`src/rtl/keccak_round_ctrl.sv`:
```
// Round/slice sequencer for a slice-serial Keccak-f[1600] datapath.
// Walks 24 rounds x {theta, rho-pi, chi, iota} x 64 slices under ready backpressure.
module keccak_round_ctrl #(
  parameter int unsigned NUM_ROUNDS = 24,
  parameter int unsigned NUM_SLICES = 64,
  parameter int unsigned SLICE_W    = 6,
  parameter int unsigned ROUND_W    = 5
) (
  input  logic               clk,
  input  logic               rst,
  input  logic               start,
  input  logic               abort,
  input  logic               ready,
  output logic               busy,
  output logic               done,
  output logic [2:0]         phase,
  output logic [SLICE_W-1:0] slice_idx,
  output logic [ROUND_W-1:0] round_idx,
  output logic               step_en,
  output logic               theta_en,
  output logic               rhopi_en,
  output logic               chi_en,
  output logic               iota_en,
  output logic               last_slice
);

  typedef enum logic [2:0] {
    ST_IDLE  = 3'd0,
    ST_THETA = 3'd1,
    ST_RHOPI = 3'd2,
    ST_CHI   = 3'd3,
    ST_IOTA  = 3'd4,
    ST_DONE  = 3'd5
  } phase_e;

  localparam logic [SLICE_W-1:0] LAST_SLICE = SLICE_W'(NUM_SLICES - 1);
  localparam logic [ROUND_W-1:0] LAST_ROUND = ROUND_W'(NUM_ROUNDS - 1);

  phase_e             phase_q, phase_d;
  logic [SLICE_W-1:0] slice_q, slice_d;
  logic [ROUND_W-1:0] round_q, round_d;

  logic active;
  logic xfer;
  logic at_last;

  always_ff @(posedge clk) begin
    if (rst) begin
      phase_q <= ST_IDLE;
      slice_q <= '0;
      round_q <= '0;
    end else begin
      phase_q <= phase_d;
      slice_q <= slice_d;
      round_q <= round_d;
    end
  end

  always_comb begin
    active  = (phase_q == ST_THETA) || (phase_q == ST_RHOPI) ||
              (phase_q == ST_CHI)   || (phase_q == ST_IOTA);
    xfer    = active && ready;
    at_last = (slice_q == LAST_SLICE);
  end

  always_comb begin
    phase_d = phase_q;
    slice_d = slice_q;
    round_d = round_q;
    unique case (phase_q)
      ST_IDLE: begin
        if (start) begin
          phase_d = ST_THETA;
          slice_d = '0;
          round_d = '0;
        end
      end
      ST_THETA, ST_RHOPI, ST_CHI, ST_IOTA: begin
        // abort wins over a same-edge transfer; the datapath still writes that slice
        if (abort) begin
          phase_d = ST_IDLE;
          slice_d = '0;
          round_d = '0;
        end else if (xfer) begin
          if (at_last) begin
            slice_d = '0;
            unique case (phase_q)
              ST_THETA: phase_d = ST_RHOPI;
              ST_RHOPI: phase_d = ST_CHI;
              ST_CHI:   phase_d = ST_IOTA;
              default: begin
                if (round_q == LAST_ROUND) begin
                  phase_d = ST_DONE;
                end else begin
                  phase_d = ST_THETA;
                  round_d = round_q + 1'b1;
                end
              end
            endcase
          end else begin
            slice_d = slice_q + 1'b1;
          end
        end
      end
      ST_DONE: begin
        phase_d = ST_IDLE;
        slice_d = '0;
        round_d = '0;
      end
      default: begin
        phase_d = ST_IDLE;
        slice_d = '0;
        round_d = '0;
      end
    endcase
  end

  always_comb begin
    phase      = phase_q;
    slice_idx  = slice_q;
    round_idx  = round_q;
    busy       = (phase_q != ST_IDLE);
    done       = (phase_q == ST_DONE);
    step_en    = active;
    theta_en   = (phase_q == ST_THETA);
    rhopi_en   = (phase_q == ST_RHOPI);
    chi_en     = (phase_q == ST_CHI);
    iota_en    = (phase_q == ST_IOTA);
    last_slice = active && at_last;
  end

`ifndef SYNTHESIS
  always @(posedge clk) begin
    if (!rst) begin
      assert (round_q <= LAST_ROUND);
      assert ($onehot0({theta_en, rhopi_en, chi_en, iota_en}));
    end
  end
`endif

endmodule
```
`config.mk`:
```
export PLATFORM = sky130hd
export DESIGN_NAME = keccak_round_ctrl
export DESIGN_NICKNAME = d
export VERILOG_FILES = /design/src/rtl/keccak_round_ctrl.sv
export SDC_FILE = /design/constraint.sdc
export NUM_CORES = 1
export LEC_CHECK = 0
export CAP_MARGIN = 20
export CORE_MARGIN = 2
export CORE_UTILIZATION = 29
export DETAILED_ROUTE_END_ITERATION = 6
export MAX_ROUTING_LAYER = met4
export PLACE_DENSITY = 0.6
export RECOVER_POWER = 25
export SYNTH_ARGS = -nofsm -noshare
export SYNTH_HDL_FRONTEND = slang
export SYNTH_SLANG_ARGS = --single-unit
```
`constraint.sdc`:
```
create_clock -name clk -period 1.9 [get_ports clk]
set_input_delay 0.38 -clock clk [delete_from_list [all_inputs] [get_ports clk]]
set_output_delay 0.38 -clock clk [all_outputs]
set_load 0.01 [all_outputs]
```
# Yosys cells after proc, flatten, opt, wreduce, memory -nomap -nowiden
# Cells that the tools add are included.
totals:
  register_bits: 14
  in_bits: 5
  out_inout_bits: 22
op_classes:
  addsub: 2
  eq_ne: 12
  muxes: 19
  reduce_logical: 12
op_table:
  columns: ["op", "count"]
  rows:
  - ["5-bit 2-to-1 mux", 6]
  - ["6-bit 2-to-1 mux", 4]
  - ["3-bit 2-to-1 mux", 5]
  - ["3-bit inequality test, second input constant", 4]
  - ["6-bit case mux with 2 select lines", 1]
  - ["5-bit case mux with 2 select lines", 1]
  - ["3-bit case mux with 3 select lines", 1]
  - ["6-bit by 1-bit adder with 6-bit output, second input constant", 1]
  - ["3-bit by 2-bit == test with 1-bit output, second input constant", 2]
  - ["3-bit == test, second input constant", 2]
  - ["6-bit == test, second input constant", 1]
  - ["3-bit case mux with 2 select lines", 1]
  - ["5-bit by 1-bit adder with 5-bit output, second input constant", 1]
  - ["5-bit == test, second input constant", 1]
  - ["5-bit AND reduction", 1]
  - ["4-bit OR reduction", 1]
  - ["3-bit by 1-bit == test with 1-bit output, second input constant", 1]
  - ["3-bit logical NOT", 1]
  - ["1-bit logical OR", 3]
  - ["3-bit AND reduction", 1]
  - ["3-bit nonzero test", 1]
  - ["3-bit OR reduction", 1]
  - ["1-bit logical AND", 2]
  - ["2-bit inequality test, second input constant", 1]
  - ["2-bit AND reduction", 1]

# Longest topological paths before layout
# Gate-level depths: netlist of the first run.
depth:
  ltp_word: 8
  depth_mapped: 6

# Worst setup path before layout of the first run
# Ideal clock, no wire load.
synth_timing:
  path_type: "reg-to-reg"
  start: "register slice_q[0] (netlist: slice_idx[0])"
  end: "register round_q[4] (netlist: round_idx[4])"
  t_arrival_ns: 1.682
  slack_ns: 0.147
  path_stages_with_launch: 7
  n_path_buf: 0
  period_less_slack_ns: 1.753
  cell_sequence: "dfxtp_1 > ha_1 > nand3_1 > nor4b_2 > nand3_1 > or3_1 > a21oi_1"
synth_via:
  elab_chain_cells: 3
synth_rtl:
  columns: ["item", "line", "source"]
  rows:
  - ["start, declared", "40", "logic [SLICE_W-1:0] slice_q, slice_d;"]
  - ["start signal, assigned", "54", "slice_q <= slice_d;"]
  - ["6-bit == test", "63", "at_last = (slice_q == LAST_SLICE);"]
  - ["3-bit inequality test (no source line)", null, null]
  - ["5-bit AND reduction (no source line)", null, null]
  - ["end signal, assigned", "55", "round_q <= round_d;"]
  - ["end, declared", "41", "logic [ROUND_W-1:0] round_q, round_d;"]
# Every way passes these cells.
# A chain may end at the register's enable or synchronous reset.

# Worst setup path after layout of the first run
layout_timing:
  start: "register phase_q[0] (netlist: phase[0])"
  end: "output port step_en"
layout_via:
  elab_chain_cells: 4
  elab_cells_between_ends: 7
  classes_between: "eq/ne: 4; reduce/logical: 3"
layout_rtl:
  columns: ["item", "line", "source"]
  rows:
  - ["start, declared", "39", "phase_e phase_q, phase_d;"]
  - ["start signal, assigned", "53", "phase_q <= phase_d;"]
  - ["3-bit by 1-bit == test with 1-bit output or 3-bit by 2-bit == test with 1-bit output (tied branches)", "60", "active = (phase_q == ST_THETA) || (phase_q == ST_RHOPI) ||"]
  - ["1-bit logical OR (2 in a row)", "60", null]
  - ["1-bit logical OR (*)", "61", "(phase_q == ST_CHI) || (phase_q == ST_IOTA);"]
  - ["end, declared", "19", "output logic step_en,"]
# Every way passes the cells marked *; elsewhere a longest branch is shown, timed or not.

==> run summary, run 1 <==
Synthesized instance count - 110
Congestion Overflow GR - 0
Number of synthesized flops with an enable pin - 0
Bufs on Longest Clock Path - 2
Slowest-stage cell, CP - dfxtp_1
Share of layout cells above drive strength 1 - 27.67%
Routed WL - 2.462 mm
Number of detailed-route iterations in the first pass - 4
Total vias in the final route - 994
Signal arrival time at the worst endpoint - 1470 ps
H-tree levels - 1
I/O pin count - 27
Area fraction in compound gates after synthesis - 23.10%
Chain of cells forming the critical path - buf_6 -> buf_4 -> o21bai_1 -> nand2_1 -> dlygate4sd2_1
Final cell count without fillers - 192
Maximum fanout count along the critical path - 9
Final number of setup-violating endpoints - 0
Detail-routed via count per cell - 5.177
Flops & latches, synth - 14
Worst-path clk slew - 90 ps
Outcome - complete, no violations
Hold WS - 513.7 ps
Number of cell instances on the worst register-to-register path - 6
Avg Inst Size Synth - 8.076 um^2
Synth Area in Adders - 2.817%
CTS Hold Bufs - 0
Area share of the largest cell type after synthesis - 31.55%
Via count of the first global-routing pass - 889
Final worst-path cycle share - 97.39%
FFs w/ async S/R, synth - 0%
Routed length per placed instance - 12.82 um
Mux share of post-synthesis cell area - 1.127%
Port-buffer cells - 26
Power Dens Cells - 737.6 mW/mm^2
Cell taking the most area after synthesis - dfxtp_1
Number of unique standard cell types used by synthesis - 38
Placed Instances - 185
Starting Density - 29.83%
Placed wire-length estimate after detailed placement - 1.844 mm
Die Wd - 59.35 um
Final std cell area, no fill - 0.001411 mm^2
Largest cells by area after synthesis - dfxtp_1, a21oi_1, nor2_1
Clock tree from TritonCTS - done
Number of DRC violations after detailed-routing iteration 0 - 60
Longest individual stage delay on the worst path - 320 ps
Main combinational cell family by area after synthesis - simple AND/OR/NAND/NOR gates
Classification of the worst-slack hold path - flip-flop to flip-flop
Total power consumption of the routed design - 1.041 mW
ANT cells - 0
Part of the Yosys area used for sequential elements - 31.55%
Number of antenna violations at the first check in global routing - 0
Die Area - 0.003522 mm^2
Number of endpoints with negative hold slack in the final report - 0
Number of CTS-inserted buffers - 3
Peak Freq - 540.4 MHz
Net count of the mapped netlist - 117
Flip-flop cell with the highest count after synthesis - dfxtp_1
Pin count of the biggest net entering global routing - 17
Xor and xnor area share after synthesis - 3.944%
Count of synthesis-stage warnings from yosys - 0
RD Place Congestion - 0.8061
First-pass GRT wire length - 4.064 mm
Final core utilization - 47.39%
Clk Tree Root Cell - clkbuf_4
Netlist area before placement - 888.4 um^2
Transition time of the tightest slew-check pin - 387.9 ps
Leakage power - 0.5885 nW
Critical path required time - 1520 ps
Max Cap Violations - 0
Min-Delay Path Depth - 2
Area share of and/or/nand/nor cells after synthesis - 33.24%
Clock network latency to the later pin of the worst-skew pair - 290 ps
Max Slew Vio Count - 0
Maximum vdd ir drop - 0.3805 mV
Total global-route track usage - 15.77%
Number of nets with antenna violations after detailed routing - 0
Worst relative slew slack - 73.86%
CTS Sinks - 14
Layout-stage area growth over the synthesis result - 58.87%
Time the final worst path needs with I/O delays and setup - 1850 ps
Post-layout nets - 167
Element type at the critical path end - output pin
CORE AREA - 0.002978 mm^2
Area after detailed placement - 0.001321 mm^2
Worst setup SP type - flip-flop
Most repeated cell in the gate-level netlist after synthesis - dfxtp_1
WS Path Type - flip-flop to output pin
Total number of placement rows - 20
DRC - 0
Height of the chip - 59.35 um
Worst clock skew on the final layout - 6.548 ps
Top cells by count, synth - dfxtp_1, nor2_1, nand2_1, a21oi_1, nand3_1
## layout by cell type, fill, tap and decap left out, types with 2 or more instances in the layout
| cell | netlist | final |
|---|---|---|
| nor3_1 | 2 | 2 |
| or3_1 | 3 | 3 |
| buf_4 | 0 | 22 |
| nand3_1 | 7 | 6 |
| nor3b_1 | 3 | 2 |
| a21oi_1 | 10 | 9 |
| xor2_1 | 2 | 2 |
| o21ai_0 | 6 | 6 |
| nand2_1 | 11 | 11 |
| o21ba_2 | 2 | 2 |
| a21o_1 | 2 | 2 |
| dlygate4sd3_1 | 0 | 6 |
| dfxtp_1 | 14 | 12 |
| clkbuf_4 | 0 | 3 |
| buf_6 | 1 | 3 |
| nor2_1 | 12 | 12 |
| dlygate4sd2_1 | 0 | 6 |
| nand4_1 | 2 | 2 |
| and3b_1 | 2 | 2 |
| a31oi_1 | 2 | 2 |
| nor4b_2 | 1 | 2 |
| xnor2_1 | 2 | 2 |
| dfxtp_2 | 0 | 2 |
| nand4b_1 | 2 | 2 |
| clkdlybuf4s50_1 | 0 | 12 |
## final timing paths
kind                        startpoint                        end  slack, ps
max              phase[0]$_SDFFE_PP0P_                    step_en         50
min          round_idx[1]$_SDFFE_PP0P_  round_idx[1]$_SDFFE_PP0P_        510
max reg2reg      phase[2]$_SDFFE_PP0P_      phase[1]$_SDFFE_PP0P_        130
min reg2reg  round_idx[1]$_SDFFE_PP0P_  round_idx[1]$_SDFFE_PP0P_        510
## worst max-delay path, delay by kind of cell (launching register included)
| kind | cells | cell delay (ps) |
|---|---|---|
| AND/OR/NAND/NOR | 1 | 80 |
| AO/OA/AOI/OAI | 1 | 240 |
| buffers and inverters | 3 | 540 |
| flip-flops | 1 | 320 |
## per-layer routing
| layer | up-vias | GRT usage (%) | share of wire (%) |
|---|---|---|---|
| met4 | 0 | 5.844 | 1.4 |
| met3 | 2 | 3.275 | 3.2 |
| met5 | - | - | 0 |
| met2 | 23 | 22.14 | 46 |
| li1 | 507 | - | - |
| met1 | 462 | 22.09 | 50 |
## flip-flops by register name (all words and copies together), names as in the netlist
name	count
slice_idx	6
round_idx	5
phase	3
## repair_timing
action                                  in CTS  in global routing
resized for setup                           17                  6
buffers inserted                             0                  3
endpoints found under the setup margin       8                  6
## power by group
group | switching, mW | total, mW | leakage [nW] | internal (mW)
clock network | 0.103 | 0.220 | 0.0210 | 0.117
logic | 0.240 | 0.500 | 0.453 | 0.259
registers | 0.00973 | 0.321 | 0.114 | 0.311
total | 0.353 | 1.04 | 0.589 | 0.688
## metrics by stage
| stage | TNS, ps | setup slack (ps) |
|---|---|---|
| after floorplan | 0 | 147.1 |
| after global placement | -1222 | -155.7 |
| after detailed placement | -1496 | -224.1 |
| after CTS | 0 | 16.90 |
| after global routing | -22.60 | -14.53 |
| final | 0 | 49.51 |
## cells by family after synthesis
group / Yosys count
AO/OA/AOI/OAI: 29
multiplexers: 1
AND/OR/NAND/NOR: 53
XOR/XNOR: 4
flip-flops: 14
adder cells (fa/ha/maj): 2
buffers and inverters: 7
## area by class of cell
type | instances | area, um^2
fill | 291 | 1567
multi-input combinational | 89 | 598.1
timing repair buffer | 51 | 449.2
sequential | 14 | 282.8
tap | 33 | 41.29
clock buffer | 4 | 36.28
inverter | 1 | 3.754
Power figures use the tool's default switching activity.
==> run 2: changes to the inputs <==
--- a/config.mk
+++ b/config.mk
@@ -6,7 +6,6 @@
 export NUM_CORES = 1
 export LEC_CHECK = 0
 export CAP_MARGIN = 20
-export CORE_MARGIN = 2
 export CORE_UTILIZATION = 29
 export DETAILED_ROUTE_END_ITERATION = 6
 export MAX_ROUTING_LAYER = met4
==> run summary, run 2 (synthesis gave the netlist of run 1 again) <==
Outcome - complete, but fails checks
Failing checks - DRC
Destination of the worst register-to-register timing path - round_idx[4]$_SDFFE_PP0P_
Element type at the critical path end - flip-flop
WS Path Type - primary input to flip-flop
Total vias in the final route - 994 (unchanged)
Signal arrival time at the worst endpoint - 1990 ps (+520 ps)
Transition time of the tightest slew-check pin - 351.4 ps (-36.52 ps)
CTS Hold Bufs - 0 (unchanged)
Layout-stage area growth over the synthesis result - 58.03%
Final worst-path cycle share - 95.92% (-1.5 points)
Min-Delay Path Depth - 2 (unchanged)
Critical path required time - 2070 ps (+550 ps)
Number of endpoints with negative hold slack in the final report - 0 (unchanged)
Congestion Overflow GR - 0 (unchanged)
Post-layout nets - 167 (unchanged)
Die Wd - 57.35 um (-3.4%)
Share of layout cells above drive strength 1 - 29.11% (+1.4 points)
Worst clock skew on the final layout - 6.077 ps (-0.4707 ps)
Peak Freq - 548.7 MHz (+1.5%)
Clk Tree Root Cell - clkbuf_4
Max Slew Vio Count - 0 (unchanged)
Number of nets with antenna violations after detailed routing - 0 (unchanged)
Hold WS - 513.0 ps (-0.7450 ps)
Routed WL - 2.498 mm (+1.5%)
Placed wire-length estimate after detailed placement - 1.915 mm (+3.8%)
Classification of the worst-slack hold path - flip-flop to flip-flop
Final number of setup-violating endpoints - 0 (unchanged)
Most common library cell in the layout ignoring fill and taps - buf_4
Crit Reg-Reg Startpoint - phase[0]$_SDFFE_PP0P_
Via count of the first global-routing pass - 963 (+8.3%)
Number of detailed-route iterations in the first pass - 6 (+2)
RD Place Congestion - 0.8063 (about the same)
Total global-route track usage - 17.25% (+1.5 points)
Total power consumption of the routed design - 0.9885 mW (-5.0%)
Worst setup SP type - primary input
Number of antenna violations at the first check in global routing - 0 (unchanged)
Number of DRC violations after detailed-routing iteration 0 - 36 (-40%)
Final cell count without fillers - 189 (-1.6%)
I/O pin count - 27 (unchanged)
Time the final worst path needs with I/O delays and setup - 1823 ps (-27.96 ps)
Maximum fanout count along the critical path - 6 (-3)
Placed Instances - 184 (-0.54%)
H-tree levels - 1 (unchanged)
Number of CTS-inserted buffers - 3 (unchanged)
Pin count of the biggest net entering global routing - 17 (unchanged)
Worst relative slew slack - 76.33% (+2.5 points)
Power Dens Cells - 704.2 mW/mm^2 (-4.5%)
Startpoint of the most critical hold path - round_idx[4]$_SDFFE_PP0P_
Leading cell types in the layout, fill and taps excluded - buf_4, clkdlybuf4s50_1, nor2_1
Worst-path clk slew - 80 ps (about the same)
ANT cells - 0 (unchanged)
Detail-routed via count per cell - 5.259 (+1.6%)
Unrepaired setup endpoints after global routing - false
Maximum vdd ir drop - 0.3487 mV (-8.4%)
CTS Sinks - 14 (unchanged)
Die Area - 0.003288 mm^2 (-6.6%)
Setup total negative slack - 0 ps (unchanged)
DRC - 3 (+3)
Clock network latency to the later pin of the worst-skew pair - 280 ps (about the same)
Height of the chip - 57.35 um (-3.4%)
Worst setup slack for register-to-register paths - 150 ps (+20 ps)
Port-buffer cells - 26 (unchanged)
Pre-CTS setup slack - -245.2 ps (-21.05 ps)
Total number of placement rows - 19 (-5.0%)
Clock tree from TritonCTS - done
Flip-flop count of the largest register after layout - 6 (unchanged)
Routed length per placed instance - 13.22 um (+3.1%)
Bufs on Longest Clock Path - 2 (unchanged)
Max Cap Violations - 0 (unchanged)
Setup ws final - 77.47 ps (+27.96 ps)
First-pass GRT wire length - 4.326 mm (+6.4%)
CORE AREA - 0.002829 mm^2 (-5.0%)
Worst-case hold path end point - round_idx[4]$_SDFFE_PP0P_
Number of cell instances on the worst register-to-register path - 7 (+1)
Leakage power - 0.5763 nW (-2.1%)
Starting Density - 31.40% (+1.6 points)
==> run 2: critical path, stage by stage <==
cell,delay [ps]
clkdlybuf4s50_1,530
nor3b_2,80
o41a_1,410
buf_4,180
nor3_2,210
xnor2_1,150
nor2_1,50
==> run 2: worst max path at each step <==
stage / start / end / slack, ps / depth (start not counted)
floorplan: slice_idx[0]$_SDFFE_PP0P_ / round_idx[4]$_SDFFE_PP0P_ / 150 / 6
global placement: ready / round_idx[4]$_SDFFE_PP0P_ / -220 / 6
detailed placement: ready / slice_idx[5]$_SDFFE_PP0P_ / -250 / 7
CTS: slice_idx[0]$_SDFFE_PP0P_ / last_slice / -140 / 5
global route: abort / slice_idx[3]$_SDFFE_PP0P_ / 0.8 / 8
finish: ready / slice_idx[5]$_SDFFE_PP0P_ / 80 / 7
==> run 2: metal layers <==
| layer | share of wire, % | vias up | track usage (%) |
|---|---|---|---|
| met4 | 0.32 | 0 | 5.575 |
| met2 | 49 | 26 | 26.74 |
| met1 | 46 | 464 | 21.65 |
| met5 | 0 | - | - |
| li1 | - | 502 | - |
| met3 | 4.2 | 2 | 4.762 |
==> run 2: repair_timing <==
item | CTS | global route
buffers inserted | 0 | 2
endpoints found under the setup margin | 8 | 9
endpoints found under the hold margin | 0 | 0
gates cloned | 0 | 0
pin swaps | 0 | 0
gates resized for setup | 12 | 14
==> run 2: per-stage QoR <==
step | area, um^2 | util [%]
2_1_floorplan | 888.4 | -
3_3_place_gp | 1326 | 46.88
3_5_place_dp | 1326 | 46.88
4_1_cts | 1353 | 47.81
5_1_grt | 1404 | 49.62
6_report | 1404 | 49.62
==> run 2: where the power goes <==
group	internal, mW	switching, mW
logic	0.256	0.243
registers	0.313	0.0119
clock network	0.0735	0.0911
total	0.642	0.346
==> run 2: layout make-up <==
type                       instances  area (um^2)
sequential                        14        284.0
multi-input combinational         89        605.6
fill                             289         1425
tap                               31        38.79
timing repair buffer              51        449.2
inverter                           1        3.754
clock buffer                       3        22.52
==> run 3: changes to the inputs <==
--- a/config.mk
+++ b/config.mk
@@ -5,12 +5,14 @@
 export SDC_FILE = /design/constraint.sdc
 export NUM_CORES = 1
 export LEC_CHECK = 0
+export ABC_AREA = 1
 export CAP_MARGIN = 20
 export CORE_UTILIZATION = 29
 export DETAILED_ROUTE_END_ITERATION = 6
 export MAX_ROUTING_LAYER = met4
-export PLACE_DENSITY = 0.6
+export PLACE_DENSITY = 0.59
 export RECOVER_POWER = 25
+export SLEW_MARGIN = 25
 export SYNTH_ARGS = -nofsm -noshare
 export SYNTH_HDL_FRONTEND = slang
 export SYNTH_SLANG_ARGS = --single-unit
==> run summary, run 3 <==
Number of nets with antenna violations after detailed routing - 0 (unchanged)
Synthesized instance count - 146 (+33%)
Number of unique standard cell types used by synthesis - 27 (-29%)
FFs w/ async S/R, synth - 0% (unchanged)
Bufs on Longest Clock Path - 2 (unchanged)
Signal arrival time at the worst endpoint - 1450 ps (-540 ps)
Number of antenna violations at the first check in global routing - 0 (unchanged)
Post-layout nets - 190 (+14%)
Via count of the first global-routing pass - 909 (-5.6%)
Maximum vdd ir drop - 0.6306 mV (+81%)
Max Slew Vio Count - 0 (unchanged)
Area after detailed placement - 0.001341 mm^2 (+1.1%)
Layout-stage area growth over the synthesis result - 38.27%
Clk Tree Root Cell - clkbuf_4
Maximum fanout count along the critical path - 6 (unchanged)
Count of synthesis-stage warnings from yosys - 0 (unchanged)
Number of detailed-route iterations in the first pass - 4 (-2)
Cell family with the largest share of critical-path delay - buffers and inverters
Port-buffer cells - 26 (unchanged)
Classification of the worst-slack hold path - flip-flop to flip-flop
Pin count of the biggest net entering global routing - 10 (-7)
Flops & latches, synth - 14 (unchanged)
Worst-path clk slew - 90 ps (about the same)
Setup ws final - 69.35 ps (-8.122 ps)
Unrepaired setup endpoints after global routing - false
First-pass GRT wire length - 3.974 mm (-8.1%)
Flip-flop count of the largest register after layout - 6 (unchanged)
Netlist area before placement - 980.9 um^2 (+10%)
Max Cap Violations - 0 (unchanged)
Pre-CTS setup slack - 95.07 ps (+340.2 ps)
Slowest-stage cell, CP - clkdlybuf4s50_1
Worst relative slew slack - 79.46% (+3.1 points)
ANT cells - 0 (unchanged)
Final std cell area, no fill - 0.001356 mm^2 (-3.4%)
Setup total negative slack - 0 ps (unchanged)
DRC - 0 (-3)
Most common library cell in the layout ignoring fill and taps - nand2_1
Placed wire-length estimate after detailed placement - 1.986 mm (+3.7%)
Most repeated cell in the gate-level netlist after synthesis - nand2_1
Area share of the largest cell type after synthesis - 28.57% (-3.0 points)
Part of the Yosys area used for sequential elements - 28.57% (-3.0 points)
Net count of the mapped netlist - 153 (+31%)
Flip-flop cell with the highest count after synthesis - dfxtp_1
Critical path required time - 1520 ps (-550 ps)
Area occupied by multi-input gates - 588.1 um^2 (-2.9%)
Total number of placement rows - 20 (+1)
Cell taking the most area after synthesis - dfxtp_1
Congestion Overflow GR - 0 (unchanged)
Routed length per placed instance - 10.92 um (-17%)
Die Area - 0.003619 mm^2 (+10%)
Time the final worst path needs with I/O delays and setup - 1831 ps (+8.122 ps)
Total global-route track usage - 15.48% (-1.8 points)
Top cells by count, synth - nand2_1, inv_1, nor2_1, nand3_1, dfxtp_1
WS Path Type - flip-flop to output pin
Total vias in the final route - 1021 (+2.7%)
Number of endpoints with negative hold slack in the final report - 0 (unchanged)
Quantity of gates resized following cts - 9 (-3)
Number of synthesized flops with an enable pin - 0 (unchanged)
Number of DRC violations after detailed-routing iteration 0 - 63 (+75%)
Share of layout cells above drive strength 1 - 21.98% (-7.1 points)
Avg Inst Size Synth - 6.719 um^2 (-17%)
Height of the chip - 60.16 um (+4.9%)
Sequential cell area - 287.8 um^2 (+1.3%)
Clock network latency to the later pin of the worst-skew pair - 290 ps (about the same)
Final number of setup-violating endpoints - 0 (unchanged)
Number of buffers and inverters on the critical path - 2 (unchanged)
Final core utilization - 43.36% (-6.3 points)
Post-CTS setup buffer count - 0 (unchanged)
Die Wd - 60.16 um (+4.9%)
Longest individual stage delay on the worst path - 550 ps (+20 ps)
I/O pin count - 27 (unchanged)
Clock tree from TritonCTS - done
CTS Sinks - 14 (unchanged)
Power Dens Cells - 1216 mW/mm^2 (+73%)
Count of filler cells inserted in the layout - 343 (+19%)
Largest cells by area after synthesis - dfxtp_1, nand2_1, nand3_1
Element type at the critical path end - output pin
Peak Freq - 546.3 MHz (-0.44%)
Transition time of the tightest slew-check pin - 307.2 ps (-44.17 ps)
RD Place Congestion - 0.8441 (+4.7%)
Detail-routed via count per cell - 4.518 (-14%)
Starting Density - 31.36% (-0.042 points)
Number of CTS-inserted buffers - 3 (unchanged)
Worst setup SP type - flip-flop
Leakage power - 0.6096 nW (+5.8%)
Final worst-path cycle share - 96.35% (+0.43 points)
Routed WL - 2.469 mm (-1.2%)
Leading cell types in the layout, fill and taps excluded - nand2_1, nor2_1, inv_1
H-tree levels - 1 (unchanged)
CTS Hold Bufs - 0 (unchanged)
Chain of cells forming the critical path - inv_2 -> nand2_1 -> clkdlybuf4s50_1
Outcome - complete, no violations
CORE AREA - 0.003128 mm^2 (+11%)
Worst clock skew on the final layout - 5.963 ps (-0.1136 ps)
run 3: cell type report:
type	instances	area share, %
Clock buffer	4	2.675
Inverter	25	7.196
Multi-Input combinational cell	107	43.36
Sequential cell	14	21.22
Tap cell	44	4.059
Timing Repair Buffer	32	21.49
run 3: cell families after synthesis:
kind of cell | count (synthesis) | share of synthesized area (%)
and+or+nand+nor | 87 | 48.34
DFF | 14 | 28.57
AOI/OAI and AO/OA | 18 | 10.46
adders and majority gates | 2 | 2.551
buffers and inverters | 25 | 10.08
run 3: through the flow:
step / cells / total power, mW / hold WS [ps]
floorplan: 146 / 1.083 / 449.1
global placement: 222 / 1.438 / 459.2
detailed placement: 222 / 1.445 / 470.6
CTS: 226 / 1.673 / 484.6
global route: 226 / 1.780 / 523.2
finish: 226 / 1.649 / 476.6
run 3: per-layer routing:
metal  vias to the layer above  share of wire, %  global-route usage [%]
met5                         -                 0                       -
met4                         0              0.85                   2.990
met3                         4               3.8                   4.113
met2                        21                47                   25.27
met1                       457                48                   19.09
li1                        539                 -                       -
run 3: worst reg2reg max path, cell delays in order, from the launching register on:
cell and delay [ps]:
dfxtp_2 360, nor2_2 140, nand2_2 110, nand2_4 120, nand3_1 240, nand2_8 190
clkinvlp_4 180, nand2_4 90, nand2_2 40, a21oi_1 110
run 3: power by group:
group	total [mW]	switching (mW)	internal, mW	leakage (nW)
combinational	0.957	0.543	0.414	0.472
clock	0.225	0.108	0.117	0.0210
sequential	0.467	0.0953	0.372	0.116
run 3: path summary, 6_finish.rpt:
kind | startpoint | to | slack [ps] | depth (start not counted)
max | phase[2]$_SDFFE_PP0P_ | busy | 70 | 3
min | slice_idx[4]$_SDFFE_PP0P_ | slice_idx[4]$_SDFFE_PP0P_ | 480 | 2
max reg2reg | phase[1]$_SDFFE_PP0P_ | slice_idx[3]$_SDFFE_PP0P_ | 270 | 9
min reg2reg | slice_idx[4]$_SDFFE_PP0P_ | slice_idx[4]$_SDFFE_PP0P_ | 480 | 2
